$ cat config.mk
export PLATFORM = sky130hd
export DESIGN_NAME = vga_pattern_gen_param
export DESIGN_NICKNAME = d
export VERILOG_FILES = /design/src/rtl/vga_pattern_gen_param.sv
export SDC_FILE = /design/constraint.sdc
export NUM_CORES = 1
export LEC_CHECK = 0
export CAP_MARGIN = 0
export CORE_AREA = 2 2 79 59
export CTS_BUF_LIST = sky130_fd_sc_hd__clkbuf_4 sky130_fd_sc_hd__clkbuf_8
export CTS_CLUSTER_SIZE = 12
export DETAILED_ROUTE_END_ITERATION = 16
export DIE_AREA = 0 0 81 61
export GPL_TIMING_DRIVEN = 0
export PLACE_DENSITY = 0.76
export SLEW_MARGIN = 20
export SYNTH_ARGS = -nofsm -noshare
export SYNTH_HDL_FRONTEND = slang
export SYNTH_SLANG_ARGS = --single-unit
$ cat constraint.sdc
create_clock -name i_CLK -period 1.7 [get_ports i_CLK]
set_input_delay 0.17 -clock i_CLK [delete_from_list [all_inputs] [get_ports i_CLK]]
set_output_delay 0.17 -clock i_CLK [all_outputs]
set_load 0.02 [all_outputs]
$ cat src/rtl/vga_pattern_gen_param.sv
// -----------------------------------------------------------------------------
// vga_pattern_gen_param
//   Parametrised VGA timing and test-pattern generator. It owns the h/v
//   counters, generates sync and data-enable, and renders the selected test
//   pattern. The pattern select is latched only at the frame boundary, so a
//   frame is never rendered with two different patterns.
//
//   Optional feature macro: VGA_PATTERN_GEN_ANIM_EN
//     When it is defined, pattern 6 draws a 16-pixel white bar that moves one
//     pixel to the right per frame. When it is undefined, pattern 6 is black.
//
// Ports
//   i_CLK          pixel clock (single clock domain)
//   i_RESET        synchronous, active-high reset
//   i_PATTERN[3:0] pattern select, sampled at the frame boundary
//   i_RGB[7:0]     solid colour for pattern 1, RRRGGGBB
//   o_HSYNC        horizontal sync, active level SYNC_POL
//   o_VSYNC        vertical sync, active level SYNC_POL
//   o_DE           output pixel lies in the active area
//   o_FRAME_START  one-cycle pulse aligned with output pixel (0,0)
//   o_RED/GREEN/BLUE [COLOR_W-1:0] colour channels, 0 outside the active area
//
// All outputs are registered one clock behind the counters.
// -----------------------------------------------------------------------------
module vga_pattern_gen_param #(
   parameter int H_ACTIVE   = 640,
   parameter int H_FP       = 16,
   parameter int H_SYNC     = 96,
   parameter int H_BP       = 48,
   parameter int V_ACTIVE   = 480,
   parameter int V_FP       = 10,
   parameter int V_SYNC     = 2,
   parameter int V_BP       = 33,
   parameter bit SYNC_POL   = 1'b0,
   parameter int COLOR_W    = 4,
   parameter int GRAD_SHIFT = 5
) (
   input  logic               i_CLK,
   input  logic               i_RESET,
   input  logic [3:0]         i_PATTERN,
   input  logic [7:0]         i_RGB,
   output logic               o_HSYNC,
   output logic               o_VSYNC,
   output logic               o_DE,
   output logic               o_FRAME_START,
   output logic [COLOR_W-1:0] o_RED,
   output logic [COLOR_W-1:0] o_GREEN,
   output logic [COLOR_W-1:0] o_BLUE
);

   localparam int H_TOTAL = H_ACTIVE + H_FP + H_SYNC + H_BP;
   localparam int V_TOTAL = V_ACTIVE + V_FP + V_SYNC + V_BP;
   // One spare value so that sync-end constants always fit even with a zero back porch.
   localparam int HW      = $clog2(H_TOTAL + 1);
   localparam int VW      = $clog2(V_TOTAL + 1);
   // The pixel x is widened so the ramp slice and the checker bit always exist.
   localparam int XW_A    = (HW > GRAD_SHIFT + COLOR_W) ? HW : GRAD_SHIFT + COLOR_W;
   localparam int XW      = (XW_A > 6) ? XW_A : 6;
   localparam int BAR_W   = H_ACTIVE / 8;

   localparam logic [HW-1:0] H_LAST       = HW'(H_TOTAL - 1);
   localparam logic [HW-1:0] H_ACT        = HW'(H_ACTIVE);
   localparam logic [HW-1:0] H_ACT_LAST   = HW'(H_ACTIVE - 1);
   localparam logic [HW-1:0] HS_BEG       = HW'(H_ACTIVE + H_FP);
   localparam logic [HW-1:0] HS_END       = HW'(H_ACTIVE + H_FP + H_SYNC);
   localparam logic [VW-1:0] V_LAST       = VW'(V_TOTAL - 1);
   localparam logic [VW-1:0] V_ACT        = VW'(V_ACTIVE);
   localparam logic [VW-1:0] V_ACT_LAST   = VW'(V_ACTIVE - 1);
   localparam logic [VW-1:0] VS_BEG       = VW'(V_ACTIVE + V_FP);
   localparam logic [VW-1:0] VS_END       = VW'(V_ACTIVE + V_FP + V_SYNC);
   localparam logic [VW-1:0] V_BIT5       = VW'(32);

   logic [HW-1:0]      h_cnt_q, h_cnt_d;
   logic [VW-1:0]      v_cnt_q, v_cnt_d;
   logic [3:0]         pat_q, pat_d;
   logic               first_q;

   logic               hsync_q, vsync_q, de_q, fs_q;
   logic [COLOR_W-1:0] red_q, green_q, blue_q;

   logic               h_wrap, v_wrap, frame_end;
   logic [3:0]         pat_cur;
   logic [XW-1:0]      x_ext;
   logic               y_b5;
   logic               active, hs_act, vs_act, at_origin;
   logic [2:0]         bar;
   logic               white;
   logic [COLOR_W-1:0] red_px, green_px, blue_px;

`ifdef VGA_PATTERN_GEN_ANIM_EN
   logic [10:0]        pos_q, pos_d;
   logic [11:0]        x12, pos12;
   logic               in_bar;
`endif

   // Counters and pattern latch
   always_comb begin
      h_wrap    = (h_cnt_q == H_LAST);
      v_wrap    = (v_cnt_q == V_LAST);
      frame_end = h_wrap && v_wrap;

      h_cnt_d = h_wrap ? '0 : h_cnt_q + HW'(1);
      v_cnt_d = v_cnt_q;
      if (h_wrap) begin
         v_cnt_d = v_wrap ? '0 : v_cnt_q + VW'(1);
      end

      // The first cycle after reset renders pixel (0,0), so it must already
      // use the freshly sampled pattern rather than the reset value.
      pat_cur = first_q ? i_PATTERN : pat_q;
      pat_d   = pat_q;
      if (first_q || frame_end) begin
         pat_d = i_PATTERN;
      end
   end

`ifdef VGA_PATTERN_GEN_ANIM_EN
   always_comb begin
      pos_d = pos_q;
      if (frame_end && (pat_q == 4'd6)) begin
         pos_d = (pos_q == 11'(H_ACTIVE - 1)) ? '0 : pos_q + 11'd1;
      end
      x12    = 12'(h_cnt_q);
      pos12  = {1'b0, pos_q};
      in_bar = (x12 >= pos12) && (x12 < pos12 + 12'd16);
   end
`endif

   // Pixel rendering for the current counter position
   always_comb begin
      x_ext     = XW'(h_cnt_q);
      y_b5      = |(v_cnt_q & V_BIT5);
      active    = (h_cnt_q < H_ACT) && (v_cnt_q < V_ACT);
      hs_act    = (h_cnt_q >= HS_BEG) && (h_cnt_q < HS_END);
      vs_act    = (v_cnt_q >= VS_BEG) && (v_cnt_q < VS_END);
      at_origin = (h_cnt_q == '0) && (v_cnt_q == '0);

      // Thresholds rise with k, so the last match is the bar index; the
      // remainder pixels past 8*BAR_W stay in bar 7.
      bar = 3'd0;
      for (int k = 1; k < 8; k++) begin
         if (x_ext >= XW'(k * BAR_W)) bar = 3'(k);
      end

      white    = 1'b0;
      red_px   = '0;
      green_px = '0;
      blue_px  = '0;

      case (pat_cur)
         4'd1: begin
            // MSB replication: repeat the source field from the top down.
            for (int i = 0; i < COLOR_W; i++) begin
               red_px[COLOR_W-1-i]   = i_RGB[7 - (i % 3)];
               green_px[COLOR_W-1-i] = i_RGB[4 - (i % 3)];
               blue_px[COLOR_W-1-i]  = i_RGB[1 - (i % 2)];
            end
         end
         4'd2: begin
            red_px   = {COLOR_W{bar[2]}};
            green_px = {COLOR_W{bar[1]}};
            blue_px  = {COLOR_W{bar[0]}};
         end
         4'd3: white = ~(x_ext[5] ^ y_b5);
         4'd4: begin
            red_px   = x_ext[GRAD_SHIFT +: COLOR_W];
            green_px = x_ext[GRAD_SHIFT +: COLOR_W];
            blue_px  = x_ext[GRAD_SHIFT +: COLOR_W];
         end
         4'd5: white = (h_cnt_q == '0) || (h_cnt_q == H_ACT_LAST) ||
                       (v_cnt_q == '0) || (v_cnt_q == V_ACT_LAST);
`ifdef VGA_PATTERN_GEN_ANIM_EN
         4'd6: white = in_bar;
`endif
         default: white = 1'b0;
      endcase

      if (white) begin
         red_px   = '1;
         green_px = '1;
         blue_px  = '1;
      end
      if (!active) begin
         red_px   = '0;
         green_px = '0;
         blue_px  = '0;
      end
   end

   always_ff @(posedge i_CLK) begin
      if (i_RESET) begin
         h_cnt_q <= '0;
         v_cnt_q <= '0;
         pat_q   <= '0;
         first_q <= 1'b1;
         hsync_q <= ~SYNC_POL;
         vsync_q <= ~SYNC_POL;
         de_q    <= 1'b0;
         fs_q    <= 1'b0;
         red_q   <= '0;
         green_q <= '0;
         blue_q  <= '0;
      end else begin
         h_cnt_q <= h_cnt_d;
         v_cnt_q <= v_cnt_d;
         pat_q   <= pat_d;
         first_q <= 1'b0;
         hsync_q <= hs_act ? SYNC_POL : ~SYNC_POL;
         vsync_q <= vs_act ? SYNC_POL : ~SYNC_POL;
         de_q    <= active;
         fs_q    <= at_origin;
         red_q   <= red_px;
         green_q <= green_px;
         blue_q  <= blue_px;
      end
   end

`ifdef VGA_PATTERN_GEN_ANIM_EN
   always_ff @(posedge i_CLK) begin
      if (i_RESET) begin
         pos_q <= '0;
      end else begin
         pos_q <= pos_d;
      end
   end
`endif

   assign o_HSYNC       = hsync_q;
   assign o_VSYNC       = vsync_q;
   assign o_DE          = de_q;
   assign o_FRAME_START = fs_q;
   assign o_RED         = red_q;
   assign o_GREEN       = green_q;
   assign o_BLUE        = blue_q;

endmodule

[Yosys cells after proc, flatten, opt, wreduce, memory -nomap -nowiden]
Index checks and enable logic that the tools add are counted.
Storage, ports and cells
  logic and storage cells: 70
  bits in registers: 41
  output and inout port bits: 16
  input port bits: 14
Operators by class
  equality and inequality tests: 9
  magnitude comparators: 13
  reduce and logical (&&, ||, !) cells: 13
  bitwise operators: 3
  mux-type cells: 19
  $add $sub $neg: 2
Operator list (count)
  10-bit by 9-bit greater-or-equal comparator with 1-bit output (second input constant): 4
  4-bit one-hot mux with 3 select lines: 3
  10-bit == test (second input constant): 3
  10-bit by 1-bit adder with 10-bit output (second input constant): 2
  10-bit greater-or-equal comparator (second input constant): 2
  10-bit by 8-bit greater-or-equal comparator with 1-bit output (second input constant): 2
  10-bit logical NOT: 2
  10-bit less-than comparator (second input constant): 2
  10-bit by 9-bit less-than comparator with 1-bit output (second input constant): 2
  3-bit 2-to-1 mux: 6
  4-bit 2-to-1 mux: 4
  10-bit by 9-bit == test with 1-bit output (second input constant): 1
  10-bit by 7-bit greater-or-equal comparator with 1-bit output (second input constant): 1
  10-bit 2-to-1 mux: 1
  4-bit by 2-bit == test with 1-bit output (second input constant): 2
  4-bit by 3-bit == test with 1-bit output (second input constant): 2
  1-bit logical AND: 5
  4-bit by 1-bit == test with 1-bit output (second input constant): 1
  1-bit logical OR: 4
  1-bit 2-to-1 mux: 4
  2-bit OR reduction: 2
  1-bit NOT: 2
  1-bit one-hot mux with 2 select lines: 1
  1-bit bitwise XOR: 1

[Longest topological paths before layout]
  word-level depth: 10
  mapped depth: 7
  gate-level depth less buffers: 7

[Least setup slack after synthesis]
OpenSTA, ideal clock, no wires.
  path type: reg2reg
  from: register v_cnt_q[0]
  to: register green_q[3], in the netlist o_GREEN[3]
  arrival: 1.759 ns
  slack: -0.134 ns
  clock period less this slack: 1.834 ns
  library setup time: 0.074 ns
  cell stages (with the launch flop): 7
  buffers on the path: 0
  data required time: 1.626 ns
  cells stage by stage: dfxtp_1 -> ha_1 -> nand4_1 -> or4_1 -> a41o_1 -> a21boi_4 -> a31oi_2
Between the ends
  longest elaborated chain between the ends: 5
  elaborated cells between the ends (all ways): 10
  those cells by class: order compare (1); eq/ne (1); mux (2); bitwise (1); reduce/logical (5)
Ends and longest elaborated chain
  start: declaration: line 74  | logic [VW-1:0] v_cnt_q, v_cnt_d;
  start signal: assignment: line 205  | v_cnt_q <= v_cnt_d;
  branches (longest 5 deep; another with 10-bit by 9-bit less-than comparator with 1-bit output)
  end signal: assignment: line 213  | green_q <= green_px;
  end: declaration: line 79  | logic [COLOR_W-1:0] red_q, green_q, blue_q;
Parallel ways; which one is timed is not known.
A chain may end at the register's enable or synchronous reset.

[Worst setup path in the final report]
  from: register pat_q[2]
  to: register blue_q[3], in the netlist o_BLUE[3]
Between the ends
  longest elaborated chain between the ends: 4
  elaborated cells between the ends (all ways): 9
  those cells by class: eq/ne (5); mux (4)
Ends and longest elaborated chain
  start: declaration: line 75  | logic [3:0] pat_q, pat_d;
  start signal: assignment: line 206  | pat_q <= pat_d;
  4-bit 2-to-1 mux *: line 110  | pat_cur = first_q ? i_PATTERN : pat_q;
  4-bit by 3-bit == test with 1-bit output, or another cell as far along: line 150  | case (pat_cur)
  4-bit one-hot mux with 3 select lines / 1-bit one-hot mux with 2 select lines (equally long branches): line 150
  4-bit 2-to-1 mux *: line 178  | if (white) begin
  end signal: assignment: line 214  | blue_q <= blue_px;
  end: declaration: line 79
Mark *: on every way between the ends. The rest lies on a longest branch, timed or not.

==> out/qor.txt <==
row count - 20
syn nets - 245
YS warnings - 0
Final GP Congestion - 0.848
CP endpoint kind - flip-flop
CTS sink cnt - 41
outcome - complete, but fails checks
clock root cell - clkbuf_8
combinational power share - 11.9%
Final nets - 298
clk buf depth - 2
switch share - 24.2%
final core utilization - 67.8%
DRT iter0 DRCs - 83
most area-consuming cells after synthesis - dfxtp_1 41%, nor2_1 5.6%, nand2_1 4.1%
worst path required time - 1.92 ns
Die W - 81 um
Post-Syn Area - 2020 um2
slew margin rel. - 66.9%
CTS tree - yes
ANT cells - 0
max cap viols - 0
VDD IR max - 0.501 mV
CP max FO - 4
pwr dens - 690 nW/um2
setup TNS - -0.288 ns
DR vias/cell - 5.55
CTS Buf Count - 5
CP startpoint kind - flip-flop
Final setup viols - 8
Synth async-reset ratio - 0%
Total GRT Usage - 20.6%
syn avg cell area - 8.89 um2
router iterations before antenna repair - 4
Final Hold Fails - 0
post-layout minimum cycle time - 1.77 ns
layout cells sized above 1 - 27.0%
hpwl dp - 3.17 mm
worst-margin pin slew - 0.496 ns
total chip power - 1940 uW
Routed Antenna Nets - 0
Worst-Skew Late Latency - 0.30 ns
CP delay by family, top - compound AO/OA/AOI/OAI gates
vias in the first global route - 1655
Die ar. - 4940 um2
largest net degree at the start of global routing - 13
Hold Crit Class - input port to flip-flop
critical path arrival - 1.99 ns
die height - 61 um
starting density of the core - 48.6%
Yosys cell types - 48
post-synth top area cell - dfxtp_1
slowest CP cell - o32a_1
Slew Limit Fails - 0
most common cell after layout, fill and taps aside - dfxtp_1
Pleak - 0.00110 uW
Switch Pwr - 470 uW
Slowest Stage Delay on Critical Path - 0.44 ns
Yosys reg bits - 41
Worst Path Buf+Inv - 0
DRC Markers - 0
Core ar. - 4150 um2
Sequential Power Share - 52.0%
PortBufs - 29
WL final - 4.95 mm
skew final - 0.00735 ns
grt ovf - 0
Int Power - 1470 uW
failing checks - negative setup slack
most frequent cells in the layout - 29 x dfxtp_1, 28 x nor2_1, 26 x clkdlybuf4s50_1, 22 x nand2_1, 21 x buf_4
# IOs - 30
Fmax - 565 MHz
clock transition at the registers of the reported paths - 0.08 ns
post-synth top area share - 40.7%
critical path, cell by cell - nor4b_2, nor2_2, a211o_1, o32a_1, a41oi_2
Post-Syn Instances - 227
routed via count - 1864
number of flops mapped to enable cells by yosys - 0
period utilisation layout - 104%
first-pass GRT wire length - 7.60 mm
Area Growth Syn to Fin - 39.7%
unrepaired setup endpoints after global routing - true
average wire per standard cell - 14.7 um
sequential area share after synthesis - 40.7%
Clk network pwr share - 36.1%
final worst slack - -0.0714 ns
path type of the worst setup path - flip-flop to flip-flop
initial antenna violation count - 0
predominant post-synthesis flop cell - dfxtp_1
H-tree levels - 2
[layout make-up]
class | instances | area, um2
Multi-Input combinational cell | 165 | 1250
Tap cell | 55 | 68.8
Timing Repair Buffer | 47 | 437
Inverter | 9 | 33.8
Sequential cell | 41 | 843
Buffer | 11 | 87.6
Fill cell | 340 | 1340
Clock inverter | 1 | 5.00
Clock buffer | 7 | 96.3
[synth_stat cells, types with 3 or more instances]
library cell,number
a21oi_1,3
a31oi_1,8
a41oi_1,4
and3_1,4
buf_2,5
clkbuf_1,3
dfxtp_1,41
ha_1,4
inv_1,9
mux2i_1,5
nand2_1,22
nand3_1,11
nand4_1,6
nor2_1,30
nor3_1,7
nor4_1,3
nor4bb_1,3
o21ai_0,5
or4_1,3
xnor2_1,8
xor2_1,9
[flip-flops by register name, indices dropped and copies added, names as in the netlist]
name	count
first_q	1
h_cnt_q	10
o_BLUE	4
o_DE	1
o_FRAME_START	1
o_GREEN	4
o_HSYNC	1
o_RED	4
o_VSYNC	1
pat_q	4
v_cnt_q	10
[through the flow]
stage / cells / cell area (um2) / hold slack [ns] / setup WS [ns]
5_1_grt: 336 / 2820 / 0.265 / -0.103
4_1_cts: 329 / 2660 / 0.396 / -0.0191
2_1_floorplan: 227 / 2030 / 0.198 / 0.0130
3_5_place_dp: 311 / 2390 / 0.477 / -0.283
6_report: 336 / 2820 / 0.251 / -0.0714
3_3_place_gp: 311 / 2390 / 0.456 / -0.284
[layer usage]
metal | global-route usage [%] | part of all wire [%] | up-vias
met5 | 0 | 0 | -
met4 | 7.26 | 1.2 | 0
met3 | 4.91 | 6.0 | 7
met2 | 29.9 | 44 | 60
met1 | 29.9 | 49 | 881
li1 | - | - | 916
[worst reg2reg max path, delay by kind of cell, from the launching register on]
kind | cells | cell delay [ns]
AO/OA/AOI/OAI | 3 | 0.90
AND/OR/NAND/NOR | 2 | 0.43
flip-flops | 1 | 0.36
[power groups by stage]
stage	Combinational, uW	Clock, uW	Sequential (uW)
finish	232	702	1010
global route	251	753	1010
CTS	215	715	1010
detailed placement	204	0	1030
global placement	203	0	1030
floorplan	90.3	0	1050
[timing repair]
action	CTS	global route
cloned	0	0
gates resized for setup	25	24
buffers inserted	10	8
setup endpoints to repair	34	34
pin swaps	8	9
hold buffers	0	0
[kinds of logic (layout without fill, tap and decap cells)]
family	Yosys count	count (layout)	synth area share (%)
xor+xnor	17	17	7.38
compound gates	31	31	12.7
fa+ha+maj	5	5	2.98
simple gates	106	106	27.8
flops	41	41	40.7
mux	6	6	3.04
buf+inv	21	75	5.46
[final timing paths]
| path | slack, ns | to | start | cells past startpoint |
|---|---|---|---|---|
| hold reg to reg | 0.52 | pat_q[0] | pat_q[0] | 2 |
| setup reg to reg | -0.07 | o_BLUE[3] | pat_q[2] | 5 |
| hold / removal | 0.25 | pat_q[1] | i_PATTERN[1] | 3 |
| setup / recovery | -0.07 | o_BLUE[3] | pat_q[2] | 5 |
Note: power is estimated with default switching activity, not from simulation.
